File: src/rtl/hbbus_pkg.sv
// Shared hexbus definitions used by the receive-side interrupt stripper
// and the transmit-side interrupt inserter.
package hbbus_pkg;

  localparam int HB_WORDW = 34;
  localparam logic [4:0] INT_PREFIX = 5'b11010;
  localparam logic [HB_WORDW-1:0] INT_WORD = {INT_PREFIX, 29'b0};

  // Full-width compare; a word that only shares the prefix is ordinary data.
  function automatic logic is_int_word(input logic [HB_WORDW-1:0] word);
    return word == INT_WORD;
  endfunction

endpackage

File: src/rtl/hbskid.sv
// Generic two-entry registered skid buffer. The output register feeds
// downstream; the skid register catches one word while downstream stalls.
// Upstream stall is taken straight from the skid valid flop.
module hbskid #(
  parameter int W = 34
) (
  input  logic         i_clk,
  input  logic         i_reset_n,
  input  logic         i_valid,
  input  logic [W-1:0] i_data,
  output logic         o_busy,
  output logic         o_valid,
  output logic [W-1:0] o_data,
  input  logic         i_busy
);

  logic         r_out_valid;
  logic [W-1:0] r_out_data;
  logic         r_skid_valid;
  logic [W-1:0] r_skid_data;
  logic         w_accept;
  logic         w_out_free;

  assign w_accept   = i_valid && !r_skid_valid;
  assign w_out_free = !r_out_valid || !i_busy;

  // Output and skid registers: skid has priority into the output slot so
  // words leave in arrival order.
  always_ff @(posedge i_clk) begin
    if (!i_reset_n) begin
      r_out_valid  <= 1'b0;
      r_out_data   <= '0;
      r_skid_valid <= 1'b0;
      r_skid_data  <= '0;
    end else if (w_out_free) begin
      if (r_skid_valid) begin
        r_out_valid  <= 1'b1;
        r_out_data   <= r_skid_data;
        r_skid_valid <= 1'b0;
      end else if (w_accept) begin
        r_out_valid <= 1'b1;
        r_out_data  <= i_data;
      end else begin
        r_out_valid <= 1'b0;
      end
    end else if (w_accept) begin
      r_skid_valid <= 1'b1;
      r_skid_data  <= i_data;
    end
  end

  assign o_busy  = r_skid_valid;
  assign o_valid = r_out_valid;
  assign o_data  = r_out_data;

endmodule

File: src/rtl/hbdeints.sv
// Hexbus interrupt stripper: interrupt words are removed from the stream
// and turned into a pulse, sticky pending/overrun flags and a saturating
// count; every other word passes through a two-entry skid buffer.
module hbdeints
  import hbbus_pkg::*;
#(
  parameter int CW = 8
) (
  input  logic                i_clk,
  input  logic                i_reset_n,
  input  logic                i_stb,
  input  logic [HB_WORDW-1:0] i_word,
  output logic                o_busy,
  output logic                o_stb,
  output logic [HB_WORDW-1:0] o_word,
  input  logic                i_busy,
  output logic                o_interrupt,
  output logic                o_int_pending,
  input  logic                i_int_ack,
  output logic                o_overrun,
  output logic [CW-1:0]       o_int_count
);

  logic          w_is_int;
  logic          w_skid_busy;
  logic          w_int_accept;
  logic          r_interrupt;
  logic          r_pending;
  logic          r_overrun;
  logic [CW-1:0] r_count;

  assign w_is_int     = is_int_word(i_word);
  assign w_int_accept = i_stb && !w_skid_busy && w_is_int;

  hbskid #(.W(HB_WORDW)) u_skid (
    .i_clk     (i_clk),
    .i_reset_n (i_reset_n),
    .i_valid   (i_stb && !w_is_int),
    .i_data    (i_word),
    .o_busy    (w_skid_busy),
    .o_valid   (o_stb),
    .o_data    (o_word),
    .i_busy    (i_busy)
  );

  // Interrupt pulse, sticky flags and saturating event counter; a new
  // interrupt in the same cycle as an ack leaves pending set, overrun clear.
  always_ff @(posedge i_clk) begin
    if (!i_reset_n) begin
      r_interrupt <= 1'b0;
      r_pending   <= 1'b0;
      r_overrun   <= 1'b0;
      r_count     <= '0;
    end else begin
      r_interrupt <= w_int_accept;
      if (w_int_accept) begin
        r_pending <= 1'b1;
        r_overrun <= i_int_ack ? 1'b0 : (r_overrun || r_pending);
        if (r_count != '1) begin
          r_count <= r_count + 1'b1;
        end
      end else if (i_int_ack) begin
        r_pending <= 1'b0;
        r_overrun <= 1'b0;
      end
    end
  end

  assign o_busy        = w_skid_busy;
  assign o_interrupt   = r_interrupt;
  assign o_int_pending = r_pending;
  assign o_overrun     = r_overrun;
  assign o_int_count   = r_count;

endmodule

File: config.mk
export PLATFORM = sky130hd
export DESIGN_NAME = hbdeints
export DESIGN_NICKNAME = d
export VERILOG_FILES = /design/src/rtl/hbbus_pkg.sv /design/src/rtl/hbskid.sv /design/src/rtl/hbdeints.sv
export SDC_FILE = /design/constraint.sdc
export NUM_CORES = 1
export LEC_CHECK = 0
export ABC_AREA = 1
export BUFFER_PORTS_ARGS = -buffer_cell sky130_fd_sc_hd__buf_2
export CORE_ASPECT_RATIO = 1.1
export CORE_MARGIN = 2
export CORE_UTILIZATION = 56
export DETAILED_ROUTE_END_ITERATION = 6
export PLACE_DENSITY_LB_ADDON = 0.08
export SLEW_MARGIN = 20
export SYNTH_ARGS = -nofsm -noshare
export SYNTH_HDL_FRONTEND = slang
export SYNTH_SLANG_ARGS = --single-unit
export TNS_END_PERCENT = 30
File: constraint.sdc
create_clock -name i_clk -period 4.95 [get_ports i_clk]
set_input_delay 0.7425 -clock i_clk [delete_from_list [all_inputs] [get_ports i_clk]]
set_output_delay 0.7425 -clock i_clk [all_outputs]
set_load 0.01 [all_outputs]
Word-level counts from Yosys, hierarchy flattened --
Index checks and enable logic that the tools add are counted.
Storage, ports and cells: bits in registers 81, output and inout port bits 47, word-level logic and storage cells 37, bits of input ports 39
Operators by class: $add $sub $neg 1, muxes and demuxes 8, bitwise logic cells 2, reduce and logical (&&, ||, !) cells 16, equal/unequal tests 2
Operators by type and width (count):
- $mux W34 | 2
- $eq A34 B34 Y1 const B | 1
- $add A8 B1 Y8 const B | 1
- $ne A8 B8 Y1 const B | 1
- $mux W1 | 6
- $reduce_and A2 Y1 | 3
- $logic_and A1 B1 Y1 | 4
- $logic_not A1 Y1 | 4
- $reduce_bool A2 Y1 | 2
- $logic_or A1 B1 Y1 | 2
- $not A1 Y1 | 2
- $reduce_or A2 Y1 | 1

Longest topological paths before layout --
Gate-level depths: netlist of the first run.
word-level depth 6, depth in mapped cells 13, depth with buffers taken out 12

By module --
From an unflattened synthesis of the first run, not the netlist that was laid out.
Unflattened totals: cell total of the unflattened synthesis 657, area, all modules 4142.7 um2
By module, submodules not included:
- hbskid | sequential area each 1401.3 um2, cells an instance 522, area each 3255.6 um2, times used 1
- hbdeints | sequential area each 220.2 um2, cells an instance 135, area each 887.1 um2, times used 1

Worst setup path before layout of the first run --
No wires, ideal clock.
path kind input port to flip-flop, start input i_word[17], end register u_skid.r_skid_data[0], slack 3.069 ns, buffers on the path 2, required time 4.818 ns, setup time 0.132 ns, arrival time 1.748 ns, cell stages on the path 10, path through inv_1 nand2_1 nor2_1 nand2_1 nor2_2 nand3_2 buf_2 clkbuf_1 nand3_1 a21oi_1
On the way: word-level cells in the longest chain between the ends 5
RTL lines:
- start, declared | line hbdeints.sv:12 | input logic [HB_WORDW-1:0] i_word,
- $eq A34 B34 Y1 | line hbbus_pkg.sv:11 | return word == INT_WORD;
- $logic_not A1 Y1 | line hbdeints.sv:38 | .i_valid (i_stb && !w_is_int),
- $logic_and A1 B1 Y1 | line hbdeints.sv:38
- $logic_and A1 B1 Y1 | line hbskid.sv:24 | assign w_accept = i_valid && !r_skid_valid;
- $reduce_and A2 Y1 (no line)
- end signal, assigned | line hbskid.sv:48 | r_skid_data <= i_data;
- end, declared | line hbskid.sv:20 | logic [W-1:0] r_skid_data;
No other way between the ends. A chain may end at the register's enable or synchronous reset.

Worst setup path in the final report of the first run --
start input i_word[27], end register u_skid.r_out_data[15], in the netlist u_skid.o_data[15]
On the way: word-level cells in the longest chain between the ends 6
RTL lines:
- $eq A34 B34 Y1 | line hbbus_pkg.sv:11
- $logic_not A1 Y1 | line hbdeints.sv:38
- $logic_and A1 B1 Y1 | line hbdeints.sv:38
- $logic_and A1 B1 Y1 | line hbskid.sv:24
- $reduce_bool A2 Y1 (no line)
- $reduce_and A2 Y1 (no line)
- end signal, assigned | line hbskid.sv:38 | r_out_data <= r_skid_data;
- end signal, assigned | line hbskid.sv:42 | r_out_data <= i_data;
- end, declared | line hbskid.sv:18 | logic [W-1:0] r_out_data;
No other way between the ends.

==> reports/results.md, run 1 <==
| Result | Value | Unit |
|:---|:---|:---|
| Outcome | finished, final reports clean | - |
| Cell leakage power | 0.00212 | uW |
| Cells after synthesis | 582 | - |
| Sink count of the clock tree | 81 | - |
| Core utilization of the finished layout | 0.669 | - |
| Worst hold-check path type | register to register | - |
| Count of cell types in the netlist | 27 | - |
| Switching pwr | 365 | uW |
| Sequential Power Share | 0.500 | - |
| Die span in x | 82.4 | microns |
| Uppermost layer routed | met4 | - |
| Area of the core | 6560 | sq um |
| Library cell used as clock root buffer | clkbuf_8 | - |
| Worst-case setup margin in the final layout | 2150 | ps |
| DPL Wire Length | 5720 | microns |
| Most frequently used flop master after synthesis | dfxtp_1 | - |
| Final Setup Violations | 0 | - |
| Met3 routed wirelength | 492 | microns |
| Nature of the critical path endpoint | register | - |
| Fin. Hold Viols | 0 | - |
| CTS resizes | 0 | - |
| Most common library cells after synthesis | nand2_1 (173), nor2_1 (91), dfxtp_1 (81), inv_1 (66), a21oi_1 (40) | - |
| Cell breakdown of the critical path | buf_2 > inv_1 > nand2_1 > nor2_1 > nand2_1 > nor2_2 > nand3_2 > nand2_1 > nand2_1 > nand2_4 > nand2_1 > nand2_1 > nor2_1 | - |
| Most area-hungry cell type in the Yosys netlist | dfxtp_1 | - |
| Setup tns final | 0 | ps |
| Worst Max-Slew Pin Slew | 879 | ps |
| Synth-to-layout area growth | 15.7 | % |
| Arrival time worst endpoint | 3040 | ps |
| Data required time of the critical path | 5180 | ps |
| Grt total ovfl | 0 | - |
| Pre-CTS WS | 1450 | ps |
| Final weighted congestion in routability-driven placement | 0.819 | - |
| Final net count | 689 | - |
| Synth warnings | 0 | - |
| CTS buffer count | 9 | - |
| N_diodes | 0 | - |
| Number of synthesized flops with an enable pin | 0 | - |
| Critical path's slowest cell | nand3_2 | - |
| Routed wire length per instance | 11.8 | microns |
| Seq/Total Area, Yosys | 0.428 | - |
| 1st-iter DRT viols | 236 | - |
| Peak Freq | 0.357 | GHz |
| Crit Path Max Fanout | 68 | - |
| CP dominant cell by count | nand2_1 | - |
| Pin count of the biggest net entering global routing | 69 | - |
| Starting utilization of the core area | 0.578 | - |
| Maximum capacitance violations | 0 | - |
| TritonCTS clock tree | done | - |
| Flip-flop and latch count after synthesis | 81 | - |
| Switching power share of the total | 0.261 | - |
| Proportion of power drawn by combinational gates | 0.131 | - |
| Core Rows | 31 | - |
| Summed area of non-filler cells in the final layout | 4380 | sq um |
| Int Pwr | 1040 | uW |
| Power per standard cell area | 319 | nW/um^2 |
| First-pass GRT wire length | 14300 | microns |
| Floorplan die area | 7440 | sq um |
| Cell count after placement | 720 | - |
| Min cycle time layout | 2800 | ps |
| Chip height | 90.3 | microns |
| Number of design rule violations left after detail routing | 0 | - |
| Routed via count divided by cell count | 4.96 | - |
| Cell Area, Synth | 3790 | sq um |
| Leading cell type by number of instances after synthesis | nand2_1 | - |
| Final non-filler cell total | 736 | - |
| Detailed Route WL | 8680 | microns |
| Proportion of layout cells with a drive suffix above 1 | 0.168 | - |
| Initial antenna violation count | 0 | - |
| Path type of the worst setup path | input pin to register | - |
| Fraction of registers with async set/reset | 0 | - |
| Maximum ir drop on the vdd rail | 0.229 | mV |
| CTS hold repair buffers | 0 | - |
| Met1 Wirelength | 4100 | microns |
| Total global routing track utilization | 0.241 | - |
| Worst-case clock buffer depth | 2 | - |
| Number of levels the H-tree was split into | 3 | - |
| Placed Area | 4160 | sq um |
| Setup fix buffers added after clock tree synthesis | 0 | - |
| Worst Setup Start Kind | input pin | - |
| Number of global-route vias before repair | 3299 | - |
| Top cells by area in the synthesized netlist | dfxtp_1 (43%), nand2_1 (17%), nor2_1 (9.0%) | - |
| Fin. max-slew vios | 0 | - |
| Max Clock Skew | 11.5 | ps |
| Iteration count of the initial detailed-routing pass | 5 | - |
| Period utilization | 0.567 | - |
| I/O Pins | 86 | - |
| Met2 wire len | 3920 | microns |
| Mean instance size in the synthesized netlist | 6.51 | sq um |
| Total number of vias | 3651 | - |
| Setup repair after global routing missed its margin | no | - |
| Relative slew slack | 0.414 | - |
| Fraction of post-synthesis cell area in the top cell type by area | 0.428 | - |
| Clock power share | 0.369 | - |
| Number of port buffers | 85 | - |
| Largest stage delay, worst path | 550 | ps |
| Number of nets in the synthesized netlist | 622 | - |
| Count of antenna-violating nets left after detailed routing | 0 | - |
| Reg clk slew, reported paths | 80 | ps |
| Insertion delay of the later-clocked pin in the worst-skew pair | 350 | ps |
[worst max-delay path: cells and delay by family]
kind                   cells  cell delay [ps]
buffers and inverters      2              170
and+or+nand+nor           11             2100
[layout by cell type, fill, tap and decap left out, types with 5 or more instances in the layout]
cell type and count:
nand2_1 173, nor2_1 91, buf_2 85, dfxtp_1 81, inv_1 66, a21oi_1 40
nand3_1 39, o21ai_0 35, clkbuf_8 9, nand4_1 5, xor2_1 5
[through the flow]
step / total power, uW / hold WS (ps)
finish: 1400 / 449
global placement: 894 / 434
global route: 1470 / 470
detailed placement: 899 / 442
CTS: 1410 / 452
floorplan: 837 / 425
[kinds of logic after synthesis]
| group | Yosys count | synth area share |
|---|---|---|
| simple gates | 320 | 0.345 |
| buf+inv | 100 | 0.113 |
| flops | 81 | 0.428 |
| compound gates | 75 | 0.0991 |
| xor+xnor | 5 | 0.0116 |
| fa+ha+maj | 1 | 0.00330 |
[path summary, 6_finish.rpt]
check	startpoint	to	slack (ps)	depth (start not counted)
worst min-delay path	u_skid.r_skid_data[11]$_SDFFE_PN0P_	u_skid.r_skid_data[11]$_SDFFE_PN0P_	450	2
worst max-delay path	i_word[27]	u_skid.o_data[15]$_SDFFE_PN0P_	2150	13
worst min register to register	u_skid.r_skid_data[11]$_SDFFE_PN0P_	u_skid.r_skid_data[11]$_SDFFE_PN0P_	450	2
worst max register to register	u_skid.o_busy$_SDFFE_PP0P_	u_skid.r_skid_data[13]$_SDFFE_PN0P_	2610	6
[routing by layer]
metal,vias to the layer above,GRT usage
li1,1924,-
met1,1604,0.317
met2,105,0.390
met3,18,0.0410
met4,0,0.0917
met5,-,0
[sequential cells by signal, indices dropped and copies added (netlist names)]
register	cells
u_skid.o_busy	1
u_skid.o_data	34
o_int_pending	1
o_interrupt	1
u_skid.o_valid	1
o_int_count	8
u_skid.r_skid_data	34
o_overrun	1
[layout make-up]
class | instances | area (sq um)
clock buffer | 11 | 131
clock inverter | 5 | 80.1
fill | 616 | 2170
inverter | 69 | 259
multi-input combinational | 401 | 1750
sequential | 81 | 1620
tap | 82 | 103
timing repair buffer | 87 | 440
[power groups by stage]
stage / clock network [uW] / logic (uW) / registers (uW)
final: 517 / 183 / 701
after CTS: 528 / 184 / 701
after global placement: 0 / 179 / 715
after global routing: 553 / 211 / 705
after floorplan: 0 / 109 / 727
after detailed placement: 0 / 183 / 716
(Power assumes the default switching activity.)
==> inputs of run 2 (changes only) <==
Settings changed: CORE_UTILIZATION 56 to 54.
Clock period 4.95 ns to 2.9 ns, I/O delays scaled along.
==> reports/results.md, run 2 (synthesis results as in run 1) <==
| Result | Value | Unit | vs previous |
|:---|:---|:---|:---|
| Core utilization of the finished layout | 0.639 | - | -0.0297 |
| Path type of the worst setup path | register to register | - |  |
| Outcome | finished, final reports clean | - |  |
| Switching pwr | 610 | uW | +67% |
| DPL Wire Length | 5960 | microns | +4.3% |
| Commonest non-fill, non-tap cells in the layout | nand2_1 (173), nor2_1 (91), buf_2 (85) | - |  |
| Nature of the critical path endpoint | register | - |  |
| Reg clk slew, reported paths | 70 | ps | about the same |
| Routed via count divided by cell count | 4.89 | - | -1.5% |
| Number of cells on the worst reg-to-reg path | 6 | - | unchanged |
| Final net count | 694 | - | +0.73% |
| Pin count of the biggest net entering global routing | 48 | - | -30% |
| Chip height | 91.9 | microns | +1.8% |
| Startpoint of the lowest-slack hold path | i_word[18] | - |  |
| Worst hold margin | 367 | ps | -82.6 ps |
| Largest stage delay, worst path | 550 | ps | about the same |
| Reg-to-reg critical path startpoint | u_skid.o_busy$_SDFFE_PP0P_ | - |  |
| Total number of vias | 3627 | - | -0.66% |
| Power per standard cell area | 538 | nW/um^2 | +68% |
| Relative slew slack | 0.564 | - | +0.150 |
| Switching power share of the total | 0.257 | - | -0.00318 |
| Clock power share | 0.362 | - | -0.007 |
| Kind of cell adding the most delay to the critical path | simple AND/OR/NAND/NOR gates | - |  |
| Crit Path Max Fanout | 41 | - | -40% |
| Summed area of non-filler cells in the final layout | 4400 | sq um | +0.40% |
| Final weighted congestion in routability-driven placement | 0.817 | - | -0.21% |
| Worst Max-Slew Pin Slew | 653 | ps | -225 ps |
| Worst Setup Start Kind | register | - |  |
| Min cycle time layout | 2240 | ps |  |
| Cell breakdown of the critical path | inv_2 > nand2_2 > nor2_2 > nand2_4 > o21ai_0 > a21oi_1 | - |  |
| Max Clock Skew | 9.79 | ps | -1.66 ps |
| Number of design rule violations left after detail routing | 0 | - | unchanged |
| Setup slack of the most critical reg-to-reg path | 660 | ps | -1950 ps |
| Maximum capacitance violations | 0 | - | unchanged |
| Maximum ir drop on the vdd rail | 0.374 | mV | +63% |
| CP bufs+invs | 1 | - | -1 |
| N_diodes | 0 | - | unchanged |
| Sequential Power Share | 0.505 | - | +0.005 |
| CTS hold repair buffers | 0 | - | unchanged |
| Proportion of power drawn by combinational gates | 0.133 | - | +0.002 |
| Critical path depth | 6 | - | -7 |
| Starting utilization of the core area | 0.550 | - | -0.0278 |
| Endpoint of the lowest-slack register-to-register path | u_skid.r_skid_data[13]$_SDFFE_PN0P_ | - |  |
| CTS resizes | 0 | - | unchanged |
| Final Setup Violations | 0 | - | unchanged |
| Die span in x | 83.9 | microns | +1.7% |
| Placed Area | 4200 | sq um | +0.99% |
| Leading cell type in the layout, fill and taps excluded | nand2_1 | - |  |
| I/O Pins | 86 | - | unchanged |
| First-pass GRT wire length | 14700 | microns | +2.9% |
| Int Pwr | 1760 | uW | +70% |
| Synth-to-layout area growth | 16.2 | % |  |
| Number of levels the H-tree was split into | 3 | - | unchanged |
| Period utilization | 0.771 | - |  |
| Sink count of the clock tree | 81 | - | unchanged |
| Total global routing track utilization | 0.233 | - | -0.00864 |
| Worst hold-check path type | input pin to register | - |  |
| Number of port buffers | 85 | - | unchanged |
| Floorplan die area | 7700 | sq um | +3.5% |
| TritonCTS clock tree | done | - |  |
| Count of antenna-violating nets left after detailed routing | 0 | - | unchanged |
| Iteration count of the initial detailed-routing pass | 5 | - | unchanged |
| Cell leakage power | 0.00214 | uW | +1.1% |
| Grt total ovfl | 0 | - | unchanged |
| Capturing instance or port of the critical path | u_skid.r_skid_data[13]$_SDFFE_PN0P_ | - |  |
| Peak Freq | 0.447 | GHz |  |
| 1st-iter DRT viols | 189 | - | -20% |
| Setup repair after global routing missed its margin | no | - |  |
| Critical path origin | u_skid.o_busy$_SDFFE_PP0P_ | - |  |
| Routed wire length per instance | 11.7 | microns | -1.0% |
| Fin. Hold Viols | 0 | - | unchanged |
| Core Rows | 32 | - | +3.2% |
| Setup fix buffers added after clock tree synthesis | 0 | - | unchanged |
| Initial antenna violation count | 0 | - | unchanged |
| Fin. max-slew vios | 0 | - | unchanged |
| CTS buffer count | 9 | - | unchanged |
| Area of the core | 6890 | sq um | +5.1% |
| Detailed Route WL | 8660 | microns | -0.21% |
| Data required time of the critical path | 3120 | ps | -2060 ps |
| Insertion delay of the later-clocked pin in the worst-skew pair | 350 | ps | about the same |
| Setup tns final | 0 | ps | unchanged |
| Arrival time worst endpoint | 2460 | ps | -580 ps |
| Worst-case clock buffer depth | 2 | - | unchanged |
| Library cell used as clock root buffer | clkbuf_8 | - |  |
| Number of global-route vias before repair | 3295 | - | -0.12% |
| Critical path's slowest cell | nor2_2 | - |  |
| Proportion of layout cells with a drive suffix above 1 | 0.174 | - | +0.00532 |
==> run 2: worst min-delay path by stage <==
stage	end	slack, ps	depth (start not counted)
3_5_place_dp	u_skid.r_skid_data[10]$_SDFFE_PN0P_	440	2
6_report	u_skid.r_skid_data[18]$_SDFFE_PN0P_	370	3
3_3_place_gp	u_skid.r_skid_data[13]$_SDFFE_PN0P_	440	2
2_1_floorplan	u_skid.r_skid_data[10]$_SDFFE_PN0P_	420	2
4_1_cts	u_skid.r_skid_data[17]$_SDFFE_PN0P_	350	3
5_1_grt	u_skid.r_skid_data[15]$_SDFFE_PN0P_	370	3
==> run 2: power by group through the flow <==
stage	combinational, uW	sequential, uW	clock [uW]
after floorplan	187	1240	0
final	315	1200	858
after global placement	310	1220	0
after global routing	363	1200	915
after detailed placement	315	1220	0
after CTS	318	1200	877
==> run 2: layer usage <==
metal | GRT usage | vias to the layer above | routed length [microns] | share of wire
met4 | 0.0860 | 0 | 111 | 0.013
met1 | 0.296 | 1599 | 4130 | 0.48
li1 | - | 1935 | - | -
met2 | 0.395 | 85 | 3960 | 0.46
met3 | 0.0405 | 8 | 454 | 0.052
met5 | 0 | - | 0 | 0
==> run 2: worst min-delay path: cells and delay by family <==
kind	cells	cell delay, ps
compound gates	1	60
buf+inv	1	100
simple gates	1	70
==> run 2: layout make-up <==
class | count | area (sq um)
Multi-Input combinational cell | 401 | 1740
Timing Repair Buffer | 92 | 478
Tap cell | 85 | 106
Clock buffer | 10 | 128
Fill cell | 691 | 2480
Clock inverter | 4 | 70.1
Inverter | 69 | 259
Sequential cell | 81 | 1620
==> run 2: through the flow <==
stage | setup slack, ps | total power, uW | std cells
floorplan | 1240 | 1430 | 582
global placement | 552 | 1530 | 728
detailed placement | 525 | 1540 | 728
CTS | 676 | 2390 | 742
global route | 449 | 2480 | 742
finish | 664 | 2370 | 742
==> inputs of run 3 (changes only) <==
Settings changed: ABC_AREA 1 to 0, CORE_UTILIZATION 54 to 48.
Clock period 2.9 ns to 1.79 ns, I/O delays scaled along.
==> reports/results.md, run 3 <==
| Result | Value | Unit | vs previous |
|:---|:---|:---|:---|
| Cell leakage power | 0.00216 | uW | +0.54% |
| Number of cells on the worst reg-to-reg path | 6 | - | unchanged |
| Cells after synthesis | 384 | - | -34% |
| Area of the core | 7430 | sq um | +7.9% |
| Fraction of post-synthesis cell area in the top cell type by area | 0.442 | - | +0.0142 |
| Most common library cells after synthesis | nand2_1 (109), dfxtp_1 (81), mux2i_1 (70), o221a_2 (34), clkbuf_1 (21) | - |  |
| Number of design rule violations left after detail routing | 0 | - | unchanged |
| Hold endpoint | o_overrun$_SDFFE_PN0P_ | - |  |
| Grt total ovfl | 0 | - | unchanged |
| Proportion of power drawn by combinational gates | 0.147 | - | +0.014 |
| N_diodes | 0 | - | unchanged |
| Worst Max-Slew Pin Slew | 596 | ps | -57.3 ps |
| Int Pwr | 3050 | uW | +73% |
| Final Setup Violations | 38 | - | +38 |
| Most area-hungry cell type in the Yosys netlist | dfxtp_1 | - |  |
| Hold depth | 2 | - | -1 |
| Nature of the critical path endpoint | register | - |  |
| Total global routing track utilization | 0.242 | - | +0.00984 |
| Maximum capacitance violations | 0 | - | unchanged |
| 1st-iter DRT viols | 126 | - | -33% |
| Worst hold margin | 80.0 | ps | -287 ps |
| Data required time of the critical path | 2080 | ps | -1040 ps |
| Setup tns final | -2690 | ps | -2690 ps |
| Final weighted congestion in routability-driven placement | 0.814 | - | -0.39% |
| CTS buffer count | 9 | - | unchanged |
| Switching power share of the total | 0.258 | - | about the same |
| Top cells by area in the synthesized netlist | dfxtp_1 (44%), mux2i_1 (19%), nand2_1 (11%) | - |  |
| Path type of the worst setup path | input pin to register | - |  |
| Fin. Hold Viols | 0 | - | unchanged |
| Iteration count of the initial detailed-routing pass | 4 | - | -1 |
| Leading cell type by number of instances after synthesis | nand2_1 | - |  |
| CTS hold repair buffers | 0 | - | unchanged |
| Power per standard cell area | 832 | nW/um^2 | +55% |
| Proportion of layout cells with a drive suffix above 1 | 0.407 | - | +0.233 |
| Period utilization | 1.07 | - |  |
| Number of port buffers | 85 | - | unchanged |
| Failing checks | setup timing | - |  |
| Floorplan die area | 8360 | sq um | +8.5% |
| Endpoint of the lowest-slack register-to-register path | o_int_count[3]$_SDFFE_PN0P_ | - |  |
| Reg-to-reg critical path startpoint | o_int_count[0]$_SDFFE_PN0P_ | - |  |
| Flip-flop and latch count after synthesis | 81 | - | unchanged |
| Initial antenna violation count | 0 | - | unchanged |
| Pin count of the biggest net entering global routing | 103 | - | +110% |
| Seq/Total Area, Yosys | 0.442 | - | +0.0142 |
| Crit Path Max Fanout | 5 | - | -88% |
| Setup slack of the most critical reg-to-reg path | -30 | ps | -690 ps |
| Number of nets in the synthesized netlist | 424 | - | -32% |
| Commonest non-fill, non-tap cells in the layout | nand2_1 (109), buf_2 (80), dfxtp_1 (80) | - |  |
| Worst-case setup margin in the final layout | -128 | ps | -792 ps |
| Arrival time worst endpoint | 2200 | ps | -260 ps |
| Max Clock Skew | 10.8 | ps | +1.04 ps |
| Starting utilization of the core area | 0.493 | - | -0.0567 |
| Number of levels the H-tree was split into | 3 | - | unchanged |
| Count of cell types in the netlist | 32 | - | +19% |
| Cell Area, Synth | 3670 | sq um | -3.2% |
| Final net count | 544 | - | -22% |
| Reg clk slew, reported paths | 80 | ps | about the same |
| Sequential Power Share | 0.471 | - | -0.034 |
| I/O Pins | 86 | - | unchanged |
| Synth warnings | 0 | - | unchanged |
| Chip height | 95.7 | microns | +4.2% |
| Maximum ir drop on the vdd rail | 0.506 | mV | +35% |
| Number of global-route vias before repair | 3144 | - | -4.6% |
| Worst Setup Start Kind | input pin | - |  |
| Number of synthesized flops with an enable pin | 0 | - | unchanged |
| Fraction of registers with async set/reset | 0 | - | unchanged |
| Die span in x | 87.3 | microns | +4.1% |
| Most frequently used flop master after synthesis | dfxtp_1 | - |  |
| Fin. max-slew vios | 0 | - | unchanged |
| Core Rows | 33 | - | +3.1% |
| DPL Wire Length | 6260 | microns | +4.9% |
| Routed via count divided by cell count | 5.59 | - | +14% |
| Startpoint of the lowest-slack hold path | i_int_ack | - |  |
| TritonCTS clock tree | done | - |  |
| Relative slew slack | 0.603 | - | +0.0387 |
| Fillers | 637 | - | -7.8% |
| Count of antenna-violating nets left after detailed routing | 0 | - | unchanged |
| Setup repair after global routing missed its margin | yes | - |  |
| Summed area of non-filler cells in the final layout | 4940 | sq um | +12% |
| Placed Area | 4500 | sq um | +6.9% |
| Synth-to-layout area growth | 34.7 | % |  |
| Mean instance size in the synthesized netlist | 9.55 | sq um | +47% |
| Min cycle time layout | 1920 | ps |  |
| Worst-case clock buffer depth | 2 | - | unchanged |
| First-pass GRT wire length | 15500 | microns | +5.4% |
| Sink count of the clock tree | 81 | - | unchanged |
| Clock power share | 0.382 | - | +0.020 |
| Total number of vias | 3329 | - | -8.2% |
| Routed wire length per instance | 16.8 | microns | +44% |
| Peak Freq | 0.521 | GHz |  |
| Outcome | finished, violations left | - |  |
| Detailed Route WL | 10000 | microns | +16% |
| Insertion delay of the later-clocked pin in the worst-skew pair | 360 | ps | about the same |
| Switching pwr | 1060 | uW | +73% |
| Library cell used as clock root buffer | clkbuf_8 | - |  |
| Leading cell type in the layout, fill and taps excluded | nand2_1 | - |  |
| Worst hold-check path type | input pin to register | - |  |
[run 3: changes by cell type after synthesis, sizes merged, moves of 32 or more]
| cell | change |
|---|---|
| nor2 | -91 |
| mux2i | +70 |
| nand2 | -67 |
| inv | -64 |
| nand3 | -36 |
| o21ai | -35 |
| o221a | +34 |
| a21oi | -32 |
[run 3: final cells by class]
class / instances / area (sq um) / area share
multi-input combinational: 273 / 2070 / 0.419
sequential: 81 / 1620 / 0.329
timing repair buffer: 135 / 886 / 0.179
inverter: 4 / 15.0 / 0.00304
clock inverter: 5 / 86.3 / 0.0175
tap: 87 / 109 / 0.0220
clock buffer: 11 / 151 / 0.0307
[run 3: logic make-up after synthesis]
kind of cell / Yosys count / synth area share
xor+xnor: 1 / 0.00239
simple gates: 147 / 0.185
flops: 81 / 0.442
buf+inv: 35 / 0.0433
mux: 70 / 0.191
compound gates: 49 / 0.133
fa+ha+maj: 1 / 0.00341
[run 3: metal layers]
layer  vias to the layer above  track usage  part of all wire
met2                        78        0.396              0.48
met5                         -            0                 0
li1                       1625            -                 -
met1                      1614        0.324              0.47
met3                        12       0.0407             0.036
met4                         0       0.0821             0.014
[run 3: critical path, cell delays in order]
cell and delay, ps:
buf_6 90, or4_4 540, nand3b_4 180, or4_4 580, or4_1 420, a21oi_1 130
[run 3: timing repair]
item | in CTS | in global routing
cloned | 5 | 0
buffers inserted | 1 | 0
setup endpoints to repair | 80 | 81
pin swaps | 8 | 3
resized for setup | 18 | 6
[run 3: how the worst max path moves through the flow]
| stage | start | to |
|---|---|---|
| after floorplan | i_word[3] | o_int_count[5]$_SDFFE_PN0P_ |
| after global placement | i_word[23] | u_skid.o_data[24]$_SDFFE_PN0P_ |
| after detailed placement | i_word[23] | u_skid.o_data[16]$_SDFFE_PN0P_ |
| after CTS | i_word[23] | o_int_count[5]$_SDFFE_PN0P_ |
| after global routing | i_word[3] | o_int_count[5]$_SDFFE_PN0P_ |
| final | i_word[3] | o_int_count[3]$_SDFFE_PN0P_ |
[run 3: stage by stage]
step / std cells / setup slack, ps / total power [uW] / utilization
floorplan: 384 / -287 / 2270 / -
global placement: 574 / -686 / 2510 / 0.605
detailed placement: 574 / -725 / 2530 / 0.605
CTS: 596 / -80.6 / 4120 / 0.659
global route: 596 / -149 / 4270 / 0.664
finish: 596 / -128 / 4110 / 0.664
[run 3: power by group through the flow]
stage / Clock (uW) / Sequential [uW] / Combinational (uW)
global route: 1670 / 1940 / 653
CTS: 1590 / 1930 / 596
floorplan: 0 / 2000 / 270
global placement: 0 / 1970 / 540
detailed placement: 0 / 1980 / 551
finish: 1570 / 1940 / 603
